[src/rtl/lcd_pkg.sv]
// Shared encodings for the LCD sequencer: script entry kinds, FSM states and entry sizing.
package lcd_pkg;

  localparam logic [1:0] KIND_CMD = 2'd0;
  localparam logic [1:0] KIND_DAT = 2'd1;
  localparam logic [1:0] KIND_DLY = 2'd2;
  localparam logic [1:0] KIND_END = 2'd3;

  typedef enum logic [2:0] {
    ST_RST_LO,
    ST_RST_WAIT,
    ST_FETCH,
    ST_DELAY,
    ST_ISSUE,
    ST_BUSY,
    ST_IDLE
  } state_t;

  // A script entry is {kind[1:0], payload[width-1:0]}.
  function automatic int entry_width(input int width);
    return width + 2;
  endfunction

endpackage

[src/rtl/lcd_sequencer.sv]
// Drives the SPI LCD serializer: panel reset pulse, ROM init script, then one client write port.
// One byte per ISSUE pulse; ISSUE waits for ser_ordy, and the client sees wr_ready only in IDLE.
module lcd_sequencer
  import lcd_pkg::*;
#(
  parameter int WIDTH      = 8,
  parameter int SCRIPT_AW  = 5,
  parameter int RST_CYCLES = 1000,
  parameter int DELAY_UNIT = 256
) (
  input  logic                 clk,
  input  logic                 reset,
  output logic [SCRIPT_AW-1:0] rom_addr,
  input  logic [WIDTH+1:0]     rom_entry,
  output logic                 ser_irdy,
  output logic [WIDTH-1:0]     ser_data,
  input  logic                 ser_ordy,
  output logic                 lcd_cs_n,
  output logic                 lcd_dc,
  output logic                 lcd_rst_n,
  input  logic                 wr_valid,
  input  logic                 wr_dc,
  input  logic [WIDTH-1:0]     wr_data,
  output logic                 wr_ready,
  output logic                 init_done
);

  // One counter serves both the reset phases and script delays.
  localparam int DLY_MAX = (2**WIDTH - 1) * DELAY_UNIT;
  localparam int CNT_MAX = (RST_CYCLES > DLY_MAX) ? RST_CYCLES : DLY_MAX;
  localparam int CNT_W   = $clog2(CNT_MAX + 1);

  localparam logic [CNT_W-1:0]     RST_LAST  = CNT_W'(RST_CYCLES - 1);
  localparam logic [SCRIPT_AW-1:0] ADDR_LAST = '1;

  state_t state, state_nxt;

  logic [CNT_W-1:0] cnt;
  logic [CNT_W-1:0] dly_load;
  logic [1:0]       kind;
  logic [WIDTH-1:0] payload;
  logic             cs_active;

  logic cnt_clr, cnt_inc, cnt_dec, cnt_ld;
  logic addr_inc, ld_init, ld_client, set_done;

  assign {kind, payload} = rom_entry;

  // DELAY counts dly_load down to zero inclusive: payload*DELAY_UNIT cycles.
  assign dly_load = CNT_W'(int'(payload) * DELAY_UNIT - 1);

  always_ff @(posedge clk) begin
    if (reset) state <= ST_RST_LO;
    else       state <= state_nxt;
  end

  always_comb begin
    state_nxt = state;
    cnt_clr   = 1'b0;
    cnt_inc   = 1'b0;
    cnt_dec   = 1'b0;
    cnt_ld    = 1'b0;
    addr_inc  = 1'b0;
    ld_init   = 1'b0;
    ld_client = 1'b0;
    set_done  = 1'b0;
    ser_irdy  = 1'b0;
    wr_ready  = 1'b0;
    case (state)
      ST_RST_LO: begin
        if (cnt == RST_LAST) begin
          cnt_clr   = 1'b1;
          state_nxt = ST_RST_WAIT;
        end else begin
          cnt_inc = 1'b1;
        end
      end
      ST_RST_WAIT: begin
        if (cnt == RST_LAST) begin
          cnt_clr   = 1'b1;
          state_nxt = ST_FETCH;
        end else begin
          cnt_inc = 1'b1;
        end
      end
      ST_FETCH: begin
        // The last ROM slot is never executed, so rom_addr cannot wrap.
        if (rom_addr == ADDR_LAST || kind == KIND_END) begin
          set_done  = 1'b1;
          state_nxt = ST_IDLE;
        end else if (kind == KIND_DLY) begin
          if (payload == '0) begin
            addr_inc = 1'b1;
          end else begin
            cnt_ld    = 1'b1;
            state_nxt = ST_DELAY;
          end
        end else begin
          ld_init   = 1'b1;
          state_nxt = ST_ISSUE;
        end
      end
      ST_DELAY: begin
        if (cnt == '0) begin
          addr_inc  = 1'b1;
          state_nxt = ST_FETCH;
        end else begin
          cnt_dec = 1'b1;
        end
      end
      ST_ISSUE: begin
        ser_irdy = ser_ordy;
        if (ser_ordy) state_nxt = ST_BUSY;
      end
      ST_BUSY: begin
        if (ser_ordy) begin
          if (init_done) begin
            state_nxt = ST_IDLE;
          end else begin
            addr_inc  = 1'b1;
            state_nxt = ST_FETCH;
          end
        end
      end
      ST_IDLE: begin
        wr_ready = 1'b1;
        if (wr_valid) begin
          ld_client = 1'b1;
          state_nxt = ST_ISSUE;
        end
      end
      default: state_nxt = ST_RST_LO;
    endcase
  end

  always_ff @(posedge clk) begin
    if (reset) begin
      cnt       <= '0;
      rom_addr  <= '0;
      ser_data  <= '0;
      lcd_dc    <= 1'b0;
      init_done <= 1'b0;
      cs_active <= 1'b0;
    end else begin
      if (cnt_clr)      cnt <= '0;
      else if (cnt_inc) cnt <= cnt + 1'b1;
      else if (cnt_dec) cnt <= cnt - 1'b1;
      else if (cnt_ld)  cnt <= dly_load;

      if (addr_inc) rom_addr <= rom_addr + 1'b1;

      if (ld_init) begin
        ser_data  <= payload;
        lcd_dc    <= (kind == KIND_DAT);
        cs_active <= 1'b1;
      end else if (ld_client) begin
        ser_data <= wr_data;
        lcd_dc   <= wr_dc;
      end

      if (set_done) init_done <= 1'b1;
    end
  end

  // Chip select stays low across the whole script once the first byte goes out.
  assign lcd_cs_n  = !((state == ST_ISSUE) || (state == ST_BUSY) || (cs_active && !init_done));
  assign lcd_rst_n = (state != ST_RST_LO);

endmodule

[config.mk]
export PLATFORM = sky130hd
export DESIGN_NAME = lcd_sequencer
export DESIGN_NICKNAME = d
export VERILOG_FILES = /design/src/rtl/lcd_pkg.sv /design/src/rtl/lcd_sequencer.sv
export SDC_FILE = /design/constraint.sdc
export NUM_CORES = 1
export LEC_CHECK = 0
export ABC_AREA = 1
export BUFFER_PORTS_ARGS = -buffer_cell sky130_fd_sc_hd__buf_2
export CAP_MARGIN = 20
export CORE_MARGIN = 2
export CORE_UTILIZATION = 40
export DETAILED_ROUTE_END_ITERATION = 6
export SLEW_MARGIN = 10
export SYNTH_ARGS = -nofsm -noshare
export SYNTH_HDL_FRONTEND = slang
export SYNTH_SLANG_ARGS = --single-unit
[constraint.sdc]
create_clock -name clk -period 4.1 [get_ports clk]
set_input_delay 0.82 -clock clk [delete_from_list [all_inputs] [get_ports clk]]
set_output_delay 0.82 -clock clk [all_outputs]
set_load 0.01 [all_outputs]
# Yosys cells after proc, flatten, opt, wreduce, memory -nomap -nowiden
# Index checks and enable logic that the tools add are counted.
[classes] n_addsub=4 n_mul=0 div_mod_pow=0 magnitude_cmp=0 eq_ne=18 n_shift=0 muxes=44 bitwise_logic=0 n_reduce_logical=15
[op_table] operator="$mux 16" n=3
[op_table] operator="$sub 16x1->16 const B" n=2
[op_table] operator="$mux 3" n=10
[op_table] operator="$mux 1" n=27
[op_table] operator="$pmux 3 s7" n=1
[op_table] operator="$add 16x1->16 const B" n=1
[op_table] operator="$eq 16x10->1 const B" n=1
[op_table] operator="$logic_not 16->1" n=1
[op_table] operator="$mux 8" n=2
[op_table] operator="$ne 2x2->1 const B" n=6
[op_table] operator="$eq 3x3->1 const B" n=3
[op_table] operator="$logic_not 8->1" n=1
[op_table] operator="$reduce_and 7->1" n=1
[op_table] operator="$eq 3x2->1 const B" n=2
[op_table] operator="$reduce_bool 3->1" n=2
[op_table] operator="$add 5x1->5 const B" n=1
[op_table] operator="$eq 5x5->1 const B" n=1
[op_table] operator="$eq 2x2->1 const B" n=2
[op_table] operator="$ne 4x4->1 const B" n=1
[op_table] operator="$reduce_or 2->1" n=2
[op_table] operator="$eq 3x1->1 const B" n=1
[op_table] operator="$logic_not 3->1" n=1
[op_table] operator="$logic_or 1x1->1" n=3
[op_table] operator="$pmux 1 s3" n=1
[op_table] operator="4 further kinds" n=5
[word_totals] regBits=35 latchBits=0 ramBits=0 mem_bits_ro=0 in_bits=23 out_inout_bits=19 wordCells=88 mem_count=0

# Longest topological paths before layout
[depth] ltp_word=8 mapped_depth=15 ltp_nobuf=15

# Worst setup path before layout
# Ideal clock, no wire load.
[synth_path] path_type="input -> register" from="input port rom_entry[0]" to="register cnt[10]" setup_time_ns=0.117 t_arrival_ns=1.885 required_ns=3.983 setup_slack_ns=2.098 stages=10 n_path_buf=1 path_cell_list="inv_1 -> ha_1 -> nand2_1 -> nor2_1 -> nor2_1 -> inv_2 -> nand3_2 -> buf_6 -> o21ai_0 -> nor2_1"
[synth_via] elab_chain_cells=6 elab_cells_between_ends=10 classes_between="add/sub: 1; mux: 7; reduce/logical: 2"
[synth_rtl] item="from (decl)" line="lcd_sequencer.sv:14" rtl="input logic [WIDTH+1:0] rom_entry,"
[synth_rtl] item="parallel branches: the longest is 6 deep, another holds $sub 16x1->16"
[synth_rtl] item="to (signal assigned)" line="lcd_sequencer.sv:146" rtl="else if (cnt_inc) cnt <= cnt + 1'b1;"
[synth_rtl] item="to (signal assigned)" line="lcd_sequencer.sv:147" rtl="else if (cnt_dec) cnt <= cnt - 1'b1;"
[synth_rtl] item="to (signal assigned)" line="lcd_sequencer.sv:148" rtl="else if (cnt_ld) cnt <= dly_load;"
[synth_rtl] item="to (decl)" line="lcd_sequencer.sv:38" rtl="logic [CNT_W-1:0] cnt;"
# Several ways; the timed one is not identified. The select of a mux whose other input is x is not followed.
# A chain may end at the register's enable or synchronous reset.

# Worst setup path in the final report
[layout_path] from="register state[1]" to="output port lcd_cs_n"
[layout_via] elab_chain_cells=4 elab_cells_between_ends=5 classes_between="eq/ne: 2; reduce/logical: 3"
[layout_rtl] item="from (decl)" line="lcd_sequencer.sv:36" rtl="state_t state, state_nxt;"
[layout_rtl] item="from (signal assigned)" line="lcd_sequencer.sv:54" rtl="else state <= state_nxt;"
[layout_rtl] item="$eq 3x3->1" line="lcd_sequencer.sv:166" rtl="assign lcd_cs_n = !((state == ST_ISSUE) || (state == ST_BUSY) || (cs_active && !init_done));"
[layout_rtl] item="$logic_or 1x1->1 * (2 in a row)" line="lcd_sequencer.sv:166"
[layout_rtl] item="$logic_not 1->1 *" line="lcd_sequencer.sv:166"
[layout_rtl] item="to (decl)" line="lcd_sequencer.sv:18" rtl="output logic lcd_cs_n,"
# Every way passes the cells marked *; elsewhere a longest branch is shown, timed or not.

==> metrics <==
post-route fraction of the period consumed by the critical path=53.1%; Netlist cell types=33; number of global-route vias before repair=2604; crit path DAT=around 1.4 ns; number of endpoints failing setup at the final stage=0; count of max-cap constraint violations=0; global placement routability congestion=0.994; clock buffer depth=2; most common library cell in the layout ignoring fill and taps=sky130_fd_sc_hd__nand2_1; fraction of the mapped netlist area in simple logic gates=around 45%; final slew viol count=0; TritonCTS clock tree=yes; net count of the mapped netlist=486; Post-CTS Hold Fix Bufs=0; number of sinks driven by the clock tree=35; Gate Count Post-Synth=458; Synthesis Warnings=0; setup repair after global routing missed its margin=false; Initial DRC Count=216; Initial Utilization=41.9%; multiplexer area fraction after synthesis=0%; global-route usage over all layers=20.8%; number of setup buffers added after CTS=0; die span in y=86.3 um; cells resized by post-CTS repair=0; TritonRoute pass-1 iters=6; number of synthesized flops with an enable pin=0; clock transition at the register clock pins on the worst setup and hold paths after CTS=about 0.070 ns; count of H-tree levels built during CTS=2; Layout Skew=0.00561 ns; placed cell count=565; average wire per standard cell=approximately 13 um; most frequent cells in the layout=136 x sky130_fd_sc_hd__nand2_1, 78 x sky130_fd_sc_hd__nor2_1, 45 x sky130_fd_sc_hd__inv_1; number of antenna violations at the first check in global routing=0; r2r startpoint=rom_addr[0]; total leakage power=1.43 nW; antenna diode count=0; maximum operating frequency=0.459 GHz; TritonCTS buffer count=5; Avg Inst Size Synth=5.91 um2; Startpoint Class=flip-flop; main combinational cell family by area after synthesis=simple AND/OR/NAND/NOR gates; Top-Level Pins=42; result of the run=finished clean; Die Area=7440 um2; complex-gate fraction of the synthesized area=between 10% and 20%; count of port buffers added during placement=41; global-route wire length before repair=12.4 mm; Worst setup startpoint=state[1]; share of synthesized area occupied by flip-flops and latches=25.9%; worst-case headroom to the max-slew limit=66.8%; count of state elements after synthesis=35; number of cells in the finished layout apart from fillers=roughly 570; Worst EP required=about 3.3 ns; Mapped Area=2710 um2; area of the core region=6460 um2; Root Buffer=sky130_fd_sc_hd__clkbuf_8; DR vias/cell=about 5.1; capturing element type of the critical path=output port; Clk Latency, worst-skew pair=0.28 ns; Congestion Overflow GR=0; Reg area=between 700 and 800 um2; slew at the pin closest to its max-slew limit=0.493 ns; worst hold-check path type=flip-flop to flip-flop; HPWL after detailed placement=5.90 mm; layout overhead on the synthesized area=10.3%; Max Fanout on Critical Path=9; setup slack of the critical path after layout=a little under 2 ns; post-route ant nets=0; number of hold-slack violations in the final timing report=0; start point of the worst hold path=ser_data[1]; ys async rst share=0%; layout cells sized above 1=15.4%; ys flop type=sky130_fd_sc_hd__dfxtp_1; filler cell count=745; number of nets at the end of the flow=523; via total after detailed routing=2895; floorplan die width=86.3 um; row count=29; post-placement setup slack=between 1.5 and 2 ns; Min Hold Slack=0.479 ns; maximum number of pins on one net before global-route repair=17; Total Neg Setup Slack=0 ns; Final Critical Period=between 2 and 2.5 ns; areal power density over the cells=661 nW/um2; Final Routed Wirelength=around 7.4 mm; start-to-end type of the worst setup path=flip-flop to output port; parity-gate share of the synthesized area counting xor and xnor cells=3.56%; multi-input gate area in the final layout=~1700 um2; synthesized-area fraction occupied by adder cells=2.31%; drt drc=0; peak supply drop=0.000188 V
==> worst max-delay path: stages (launching register included) <==
cell and delay (ns):
sky130_fd_sc_hd__dfxtp_1 0.50, sky130_fd_sc_hd__inv_1 0.10, sky130_fd_sc_hd__nand3_1 0.12, sky130_fd_sc_hd__nand2_1 0.10
sky130_fd_sc_hd__a21oi_1 0.12, sky130_fd_sc_hd__buf_2 0.14
==> power by group <==
part / total, mW / switching (mW) / internal [mW]
clock network: 0.232 / 0.119 / 0.113
registers: 0.576 / 0.144 / 0.432
logic: 1.17 / 0.777 / 0.389
==> cells in the mapped netlist, drive strengths merged (4+ instances only) <==
master | count | area, um2
nand3 | 35 | 185
nand4 | 4 | 25.0
ha | 5 | 62.6
o21ai | 31 | 163
nor3 | 7 | 40.0
xnor2 | 5 | 43.8
xor2 | 6 | 52.6
nand2 | 146 | 588
dfxtp | 35 | 701
a21oi | 20 | 100
nor2 | 84 | 340
buf | 10 | 96.3
a31oi | 8 | 50.1
inv | 52 | 200
==> per-layer routing <==
layer	global-route usage, %	part of all wire (%)	vias up
met5	0	0	-
met4	6.11	1.4	0
met3	3.05	5.4	7
met2	33.1	44	86
met1	29.2	50	1281
li1	-	-	1521
==> layout make-up <==
| type | count | area share, % |
|---|---|---|
| sequential | 35 | 23.5 |
| inverter | 53 | 6.83 |
| tap | 77 | 3.23 |
| clock buffer | 6 | 2.43 |
| multi-input combinational | 358 | 56.9 |
| timing repair buffer | 42 | 7.13 |
==> final timing paths <==
| path | endpoint | slack, ns | cells past startpoint |
|---|---|---|---|
| max | lcd_cs_n | 1.92 | 5 |
| min | ser_data[1] | 0.48 | 2 |
| max reg2reg | cnt[15] | 2.01 | 15 |
| min reg2reg | ser_data[1] | 0.48 | 2 |
==> registers in the layout, indices dropped and copies added, names as in the netlist <==
signal and cells:
cnt 16, ser_data 8, rom_addr 5, state 3
cs_active 1, init_done 1, lcd_dc 1
==> through the flow <==
step	cell area (um2)	power, mW	util [%]
3_5_place_dp	2910	1.73	45.1
5_1_grt	2980	2.17	46.2
6_report	2980	1.97	46.2
3_3_place_gp	2910	1.73	45.1
4_1_cts	2980	1.97	46.2
2_1_floorplan	2710	1.50	-
==> kinds of logic (layout without fill, tap and decap cells) <==
| family | count (synthesis) | after routing |
|---|---|---|
| simple gates | 280 | 280 |
| buf+inv | 65 | 101 |
| compound gates | 62 | 62 |
| flops | 35 | 35 |
| xor+xnor | 11 | 11 |
| fa+ha+maj | 5 | 5 |
(Power assumes the default switching activity.)
